### config.mk
export PLATFORM = sky130hd
export DESIGN_NAME = uart_rx_fifo
export DESIGN_NICKNAME = d
export VERILOG_FILES = /design/src/rtl/uart_rx_fifo.sv
export SDC_FILE = /design/constraint.sdc
export NUM_CORES = 1
export LEC_CHECK = 0
export CORE_UTILIZATION = 60
export DETAILED_ROUTE_END_ITERATION = 8
export GPL_ROUTABILITY_DRIVEN = 0
export GPL_TIMING_DRIVEN = 0
export PLACE_DENSITY = 0.89
export SYNTH_ARGS = -nofsm -noshare
export SYNTH_HDL_FRONTEND = slang
export SYNTH_SLANG_ARGS = --single-unit
### constraint.sdc
create_clock -name clk -period 4.6 [get_ports clk]
set_clock_uncertainty 0.05 [all_clocks]
set_input_delay 1.38 -clock clk [delete_from_list [all_inputs] [get_ports clk]]
set_output_delay 1.38 -clock clk [all_outputs]
set_load 0.02 [all_outputs]
### src/rtl/uart_rx_fifo.sv
`default_nettype none
// +----------------------------------------------------------------------------+
// | Module      : uart_rx_fifo                                                 |
// | Description : UART16550 receive buffer. Stores received characters with    |
// |               their parity/framing/break flags and produces the line       |
// |               status (data ready, overrun, error-in-FIFO, trigger,         |
// |               character timeout). FIFO mode holds DEPTH entries, 16450     |
// |               mode uses a single holding register.                         |
// | Optional    : `define UART_RX_TIMEOUT_EN to build the character-timeout    |
// |               counter; otherwise timeout is tied to 0.                     |
// | Ports       : clk, rst (async, active-high)                                |
// |               fifo_en, clr, trig_lvl        - FCR controls                 |
// |               push, din, pe_in/fe_in/bi_in  - receiver write side          |
// |               pop, ovr_clr                  - RBR / LSR read strobes       |
// |               baud_pulse                    - 16x baud tick                |
// |               dout, dout_pe/fe/bi           - show-ahead head entry        |
// |               empty, full, count, overrun, trig, err_in_fifo, timeout      |
// | Revision    : 1.0 - initial release                                        |
// +----------------------------------------------------------------------------+
module uart_rx_fifo #(
  parameter int DEPTH      = 16,
  parameter int AW         = 4,
  parameter int TOUT_TICKS = 640
) (
  input  logic          clk,
  input  logic          rst,
  input  logic          fifo_en,
  input  logic          clr,
  input  logic          push,
  input  logic [7:0]    din,
  input  logic          pe_in,
  input  logic          fe_in,
  input  logic          bi_in,
  input  logic          pop,
  input  logic          ovr_clr,
  input  logic [1:0]    trig_lvl,
  input  logic          baud_pulse,
  output logic [7:0]    dout,
  output logic          dout_pe,
  output logic          dout_fe,
  output logic          dout_bi,
  output logic          empty,
  output logic          full,
  output logic [AW:0]   count,
  output logic          overrun,
  output logic          trig,
  output logic          err_in_fifo,
  output logic          timeout
);

  localparam logic [AW:0] c_depth_cnt = (AW+1)'(DEPTH);
  localparam logic [AW:0] c_one       = (AW+1)'(1);

  logic [10:0]   r_mem [DEPTH];
  logic [AW-1:0] r_wptr;
  logic [AW-1:0] r_rptr;
  logic [AW:0]   r_count;
  logic [AW:0]   r_err_cnt;
  logic          r_overrun;
  logic          r_fifo_en_q;

  logic [10:0]   w_entry;
  logic [10:0]   w_head;
  logic          w_empty;
  logic          w_full;
  logic          w_flush;
  logic          w_do_pop;
  logic          w_do_write;
  logic          w_ovr_set;
  logic          w_overwrite;
  logic          w_err_inc;
  logic          w_err_dec;
  logic [AW:0]   w_trig_thr;

  // Entry layout: {bi, fe, pe, data}
  assign w_entry = {bi_in, fe_in, pe_in, din};
  assign w_head  = r_mem[r_rptr];
  assign w_empty = (r_count == '0);
  assign w_full  = fifo_en ? (r_count == c_depth_cnt) : (r_count == c_one);

  // Any mode change behaves like a receive-FIFO reset.
  assign w_flush = clr | (fifo_en != r_fifo_en_q);

  // A pop frees a slot, so push-while-full with a pop is a normal write.
  assign w_do_pop    = pop & ~w_empty & ~w_flush;
  assign w_do_write  = push & ~w_flush & (~w_full | w_do_pop);
  assign w_ovr_set   = push & ~w_flush & w_full & ~w_do_pop;
  // 16450 mode: the newest character replaces the holding register.
  assign w_overwrite = w_ovr_set & ~fifo_en;

  // An overwrite both removes the old head and inserts the new entry.
  assign w_err_inc = (w_do_write | w_overwrite) & (|w_entry[10:8]);
  assign w_err_dec = (w_do_pop   | w_overwrite) & (|w_head[10:8]);

  always_ff @(posedge clk) begin
    if (w_do_write) begin
      r_mem[r_wptr] <= w_entry;
    end else if (w_overwrite) begin
      r_mem[r_rptr] <= w_entry;
    end
  end

  always_ff @(posedge clk or posedge rst) begin
    if (rst) begin
      r_wptr      <= '0;
      r_rptr      <= '0;
      r_count     <= '0;
      r_err_cnt   <= '0;
      r_overrun   <= 1'b0;
      // FCR resets to 16450 mode, so track that as the starting mode.
      r_fifo_en_q <= 1'b0;
    end else begin
      r_fifo_en_q <= fifo_en;

      if (w_flush) begin
        r_wptr    <= '0;
        r_rptr    <= '0;
        r_count   <= '0;
        r_err_cnt <= '0;
      end else begin
        if (w_do_write) begin
          r_wptr <= r_wptr + 1'b1;
        end
        if (w_do_pop) begin
          r_rptr <= r_rptr + 1'b1;
        end
        case ({w_do_write, w_do_pop})
          2'b10:   r_count <= r_count + c_one;
          2'b01:   r_count <= r_count - c_one;
          default: r_count <= r_count;
        endcase
        case ({w_err_inc, w_err_dec})
          2'b10:   r_err_cnt <= r_err_cnt + c_one;
          2'b01:   r_err_cnt <= r_err_cnt - c_one;
          default: r_err_cnt <= r_err_cnt;
        endcase
      end

      // Set has priority over the LSR-read clear.
      if (w_ovr_set) begin
        r_overrun <= 1'b1;
      end else if (ovr_clr) begin
        r_overrun <= 1'b0;
      end
    end
  end

  always_comb begin
    w_trig_thr = (AW+1)'(1);
    case (trig_lvl)
      2'b00:   w_trig_thr = (AW+1)'(1);
      2'b01:   w_trig_thr = (AW+1)'(4);
      2'b10:   w_trig_thr = (AW+1)'(8);
      default: w_trig_thr = (AW+1)'(14);
    endcase
  end

  assign dout        = w_empty ? 8'h00 : w_head[7:0];
  assign dout_pe     = ~w_empty & w_head[8];
  assign dout_fe     = ~w_empty & w_head[9];
  assign dout_bi     = ~w_empty & w_head[10];
  assign empty       = w_empty;
  assign full        = w_full;
  assign count       = r_count;
  assign overrun     = r_overrun;
  assign trig        = fifo_en & (r_count >= w_trig_thr);
  assign err_in_fifo = (r_err_cnt != '0);

`ifdef UART_RX_TIMEOUT_EN
  localparam int c_tw = (TOUT_TICKS > 1) ? $clog2(TOUT_TICKS) : 1;
  localparam logic [c_tw-1:0] c_tout_max = c_tw'(TOUT_TICKS - 1);

  logic [c_tw-1:0] r_tout_cnt;
  logic            r_timeout;
  logic            w_tout_kick;

  // Any receive or read activity restarts the character-timeout window.
  assign w_tout_kick = push | w_do_pop | w_flush;

  always_ff @(posedge clk or posedge rst) begin
    if (rst) begin
      r_tout_cnt <= '0;
      r_timeout  <= 1'b0;
    end else begin
      if (w_tout_kick || w_empty || !fifo_en) begin
        r_tout_cnt <= '0;
      end else if (baud_pulse && (r_tout_cnt != c_tout_max)) begin
        r_tout_cnt <= r_tout_cnt + c_tw'(1);
      end

      if (w_tout_kick) begin
        r_timeout <= 1'b0;
      end else if (baud_pulse && fifo_en && !w_empty && (r_tout_cnt == c_tout_max)) begin
        r_timeout <= 1'b1;
      end
    end
  end

  assign timeout = r_timeout;
`else
  logic unused_baud;
  assign unused_baud = baud_pulse;
  assign timeout     = 1'b0;
`endif

endmodule
`default_nettype wire

Yosys cells after proc, flatten, opt, wreduce, memory -nomap -nowiden
Memories as Yosys holds them, arrays and structs flattened.
Cells that the tools add are included.
{ "op_classes": {"mux": 21, "reduce_logical": 11, "n_bitwise": 22, "eq_ne": 9, "magnitude_cmp": 1, "n_addsub": 6} }
{ "ops": {"columns": ["op", "n"], "rows": [
  ["two-way mux 4 bit", 5],
  ["one-hot mux 5 bit (2 select lines)", 2],
  ["AND 1 bit", 13],
  ["one-hot mux 4 bit (3 select lines)", 1],
  ["two-way mux 11 bit", 1],
  ["OR reduction 11 bit", 1],
  ["adder 5 x 1 -> 5 bit (second input constant)", 2],
  ["two-way mux 5 bit", 2],
  ["subtractor 5 x 1 -> 5 bit (second input constant)", 2],
  ["two-way mux 1 bit", 9],
  ["adder 4 x 1 -> 4 bit (second input constant)", 2],
  ["two-way mux 8 bit", 1],
  ["equality test 2 x 1 -> 1 bit (second input constant)", 3],
  ["equality test 2 bit (second input constant)", 3],
  ["nonzero test 2 bit", 3],
  ["nonzero test 3 bit", 2],
  ["OR reduction 3 bit", 2],
  ["equality test 5 x 1 -> 1 bit (second input constant)", 1],
  ["equality test 5 bit (second input constant)", 1],
  ["greater-or-equal comparator 5 bit", 1],
  ["zero test 5 bit", 1],
  ["NOT 1 bit", 5],
  ["nonzero test 5 bit", 1],
  ["bitwise OR 1 bit", 4],
  ["2 further kinds", 2]
]} }
{ "word_totals": {"ramBits": 176, "register_bits": 20, "inputBits": 21, "output_inout_bits": 22, "mem_count": 1, "word_cells": 77} }
{ "mem_list": {"columns": ["memory", "words", "width", "rd", "rd_ports_with_merged_regs", "write_ports", "line_no", "rtl"], "rows": [
  ["r_mem", 16, 11, 1, 0, 1, "54", "logic [10:0] r_mem [DEPTH];"]
]} }

Depth between registers and ports, before layout
{ "depth": {"depth_word": 12, "ltp_mapped": 16, "ltp_nobuf": 15} }

Worst setup path before layout
OpenSTA, ideal clock, no wires.
{ "synth_path": {"path_kind": "input -> register", "start": "input fifo_en", "end": "register r_err_cnt[4]", "arrival_ps": 3665, "path_slack_ps": 764, "stages": 13, "setup_time_ps": 121, "path_cell_list": "nor3b_1 > o21ai_0 > o31a_1 > a311oi_4 > nand2_1 > inv_1 > ha_1 > nor2b_1 > o21ai_0 > nor2b_1 > a21oi_1 > o21ai_1 > nand2_1"} }
{ "synth_via": {"elab_chain_cells": 12, "word_cells_on_any_way": 23} }
{ "synth_lines": {"columns": ["item", "line_no", "rtl"], "rows": [
  ["start, declared", "27", "input logic fifo_en,"],
  ["inequality test 1 bit", "82", "assign w_flush = clr | (fifo_en != r_fifo_en_q);"],
  ["bitwise OR 1 bit", "82", null],
  ["NOT 1 bit", "85, 86, 87", null],
  ["AND 1 bit, on equally long branches", "86, 87, 85", null],
  ["AND 1 bit or NOT 1 bit (tied branches)", "87", "assign w_ovr_set = push & ~w_flush & w_full & ~w_do_pop;"],
  ["AND 1 bit", "87", null],
  ["AND 1 bit", "89", "assign w_overwrite = w_ovr_set & ~fifo_en;"],
  ["bitwise OR 1 bit, on equally long branches", "93, 92", null],
  ["AND 1 bit, on equally long branches", "93, 92", null],
  ["equality test 2 x 1 -> 1 bit or equality test 2 bit (tied branches)", "132", "case ({w_err_inc, w_err_dec})"],
  ["one-hot mux 5 bit (2 select lines)", "132", null],
  ["two-way mux 5 bit", "115", "if (w_flush) begin"],
  ["end signal, assigned", "133", "2'b10: r_err_cnt <= r_err_cnt + c_one;"],
  ["end signal, assigned", "134", "2'b01: r_err_cnt <= r_err_cnt - c_one;"],
  ["end signal, assigned", "135", "default: r_err_cnt <= r_err_cnt;"],
  ["end, declared", "58", "logic [AW:0] r_err_cnt;"]
]} }
Parallel ways exist; a longest one is shown, timed or not.
A chain may end at the register's enable or synchronous reset.

Worst setup path after layout
{ "layout_path": {"start": "register r_rptr[1]", "end": "output dout[1]"} }
{ "layout_via": {"elab_chain_cells": 2} }
{ "layout_lines": {"columns": ["item", "line_no", "rtl"], "rows": [
  ["start, declared", "56", "logic [AW-1:0] r_rptr;"],
  ["start signal, assigned", "125", "r_rptr <= r_rptr + 1'b1;"],
  ["memory read (16 x 11 bit)", null, null],
  ["two-way mux 8 bit", "158", "assign dout = w_empty ? 8'h00 : w_head[7:0];"],
  ["end, declared", "38", "output logic [7:0] dout,"]
]} }
Every way passes these cells.

==> impl_metrics.yaml <==
sta:
  maxSlewHeadroom: 0.245
  slew_violations: 0
  worst-slew-pin-transition_ns: 1.13
  layout_setup_ws_ns: 0.0841
  hold_viol_final: 0
  rsz0062_at_grt: "no"
  finalSetupViolations: 0
  holdWs_ns: 0.462
  fmax_mhz: 221
  fin_crit_ns: 4.52
  period_share: 0.982
  fin_tns_setup_ns: 0
logic_synthesis:
  synth-edff-count: 176
  synth_top_flop_cell: "edfxtp_1"
  synth-seq-area-share: 0.696
  ys_ff_latch: 196
  avgSynthCellArea_sq_um: 17.9
  async_flop_share: 0.102
  ys.warnings.count: 0
  syn_nets: 500
  syn-instance-count: 465
  mappedNetlistArea_sq_um: 8310
  yosysUniqueCellTypes: 51
clock_network:
  clkLatencyLatePin_ns: 0.43
  cts_buffers: 17
  cts_tree: "built"
  clock_path_buffers: 2
  cts_root_buf: "clkbuf_16"
  clock_sinks: 196
  cts.htree.levels: 4
  path_clk_slew_ns: 0.07
  cts_post_setup_buffers_inserted: 0
placed_design:
  placed_cell_area_sq_um: 8930
  portBuffers: 40
  preCtsSetupSlack_ns: -0.571
  dp_cells: 681
  dp_hpwl_microns: 11200
min_path:
  min_path_type: "reg2reg"
  hp-start: "r_err_cnt[0]"
  whs_endpoint: "r_err_cnt[0]"
  hold_depth: 1
setup_path:
  crit_fanout: 10
  cp.required_ns: 3.17
  crit_chain: "clkbuf_4, clkbuf_4, mux4_2, mux4_2, and2_1, clkdlybuf4s50_1"
  startpoint_type: "flip-flop"
  slowest_stage: "clkdlybuf4s50_1"
  crit_path_start: "r_rptr[1]"
  cp_slowest_stage_delay_ns: 0.54
  r2r-end: "r_mem[3][5]"
  path_delay_family: "buffers and inverters"
  crit_path_end_kind: "primary output"
  r2r_setup_slack_ns: 0.75
  path_buf_inv: 3
  timing.rr.start: "count[0]"
  critical_path_class: "reg2out"
  r2r_cells: 9
  arrival_ns: 3.09
grt:
  met1_usage: 0.347
  grt_first_pass_wirelength_microns: 27800
  grt_use_total: 0.278
  gr-total-overflow: 0
  grt_max_degree: 21
  antenna_found_initial: 0
  use_met3: 0.0589
  use_met2: 0.461
  grt_pass1_vias: 4790
  grt_busiest_layer: "met2"
detailed_routing:
  viasPerCell: 6.57
  vias: 4689
  routed_wl_microns: 18800
  drc: 0
  dr.pass1.iters: 5
  wire_per_inst_microns: 26.3
  ant_nets: 0
  dr.first_iter.drc_count: 447
status:
  outcome: "complete, no violations"
pwr:
  p_leak_uw: 0.00316
  power.density_nw_per_um2: 384
  ir_drop_mv: 0.382
final_layout:
  final_common_cell: "edfxtp_1"
  n_antenna_cell: 0
  fin_nets: 560
  fin_area_sq_um: 9630
  syn2layout_area_growth_pct: 15.9
  drive_gt1_frac: 0.214
  final-seq-area_sq_um: 5790
  multi_input_area_sq_um: 2390
  fillers: 780
  instances_no_fill: 714
  final_cell_mix: "edfxtp_1, mux4_2, clkdlybuf4s50_1, nand2_1, nor2_1"
floorplan:
  dieArea_sq_um: 14300
  die_w_microns: 120
  core_sq_um: 13300
  start_util: 0.622
  ios: 43
  rows: 42
  die_h_microns: 120
flow_run:
  cap_violations: 0
worst reg2reg max path, delay by kind of cell (launching register included):
kind / cells / cell delay, ns
buffers and inverters: 2 / 0.23
adders and majority gates: 1 / 0.23
DFF: 1 / 0.52
and+or+nand+nor: 4 / 1.82
AOI/OAI and AO/OA: 2 / 0.62
worst max-delay path by stage:
stage                    to  slack, ns  depth (start not counted)
2_1_floorplan  r_err_cnt[4]       0.76                         13
3_3_place_gp   r_mem[15][1]      -0.40                          8
3_5_place_dp   r_mem[13][0]      -0.57                          8
4_1_cts         r_mem[5][4]      -0.12                          8
5_1_grt                trig       0.01                          9
6_report            dout[1]       0.08                          6
per-layer routing:
layer  share of wire  vias up
li1                -     1958
met1            0.39     2354
met4           0.032        0
met2            0.51      313
met5               0        -
met3           0.068       64
power breakdown:
part	switching [uW]	internal, uW
logic	132	99.0
clock network	631	874
registers	10.2	1950
registers in the layout, summed over array words and instances, names as in the netlist:
register,count
r_wptr,4
r_fifo_en_q,1
count,5
overrun,1
r_err_cnt,5
r_rptr,4
r_mem,176
logic make-up after synthesis:
family / after synthesis / synth area share
other cells: 1 / 0.000451
buf+inv: 39 / 0.0202
simple gates: 104 / 0.0601
compound gates: 41 / 0.0381
fa+ha+maj: 14 / 0.0220
mux: 56 / 0.147
flops: 196 / 0.696
xor+xnor: 14 / 0.0157
area by class of cell:
cell class	instances	share of cell area
buffer	19	0.0139
clock buffer	25	0.0525
clock inverter	7	0.0100
inverter	20	0.00780
multi-input combinational	230	0.249
sequential	196	0.601
tap	176	0.0229
timing repair buffer	41	0.0430
what timing repair did:
item / in CTS / in global routing
endpoints found under the setup margin: 108 / 88
hold buffers: 0 / 0
gates resized for setup: 28 / 13
cells in the mapped netlist, types with 3 or more instances:
cell type | number | area share
edfxtp_1 | 176 | 0.64
o21ai_0 | 4 | 0.0024
buf_1 | 3 | 0.0014
nor3_1 | 4 | 0.0024
mux4_2 | 49 | 0.13
nand2b_1 | 3 | 0.0023
mux4_1 | 3 | 0.0095
and3_1 | 3 | 0.0023
nand4_1 | 3 | 0.0023
xor2_1 | 4 | 0.0042
ha_1 | 13 | 0.020
nand2_1 | 23 | 0.010
and2_1 | 8 | 0.0060
o31a_1 | 4 | 0.0042
inv_1 | 19 | 0.0086
nor2b_1 | 6 | 0.0045
nor2_1 | 37 | 0.017
buf_2 | 5 | 0.0030
dfrtp_1 | 20 | 0.060
o2111ai_1 | 3 | 0.0032
mux2i_1 | 4 | 0.0048
xnor2_1 | 9 | 0.0095
a21oi_1 | 8 | 0.0048
nand3_1 | 7 | 0.0042
a22oi_1 | 6 | 0.0054
clkbuf_1 | 8 | 0.0036
nor4_1 | 3 | 0.0023
metrics by stage:
step	util	total power (uW)
after detailed placement	0.669	2220
after global routing	0.721	3770
after floorplan	-	2120
after global placement	0.669	2210
final	0.721	3700
after CTS	0.718	3690
(Power assumes the default switching activity.)
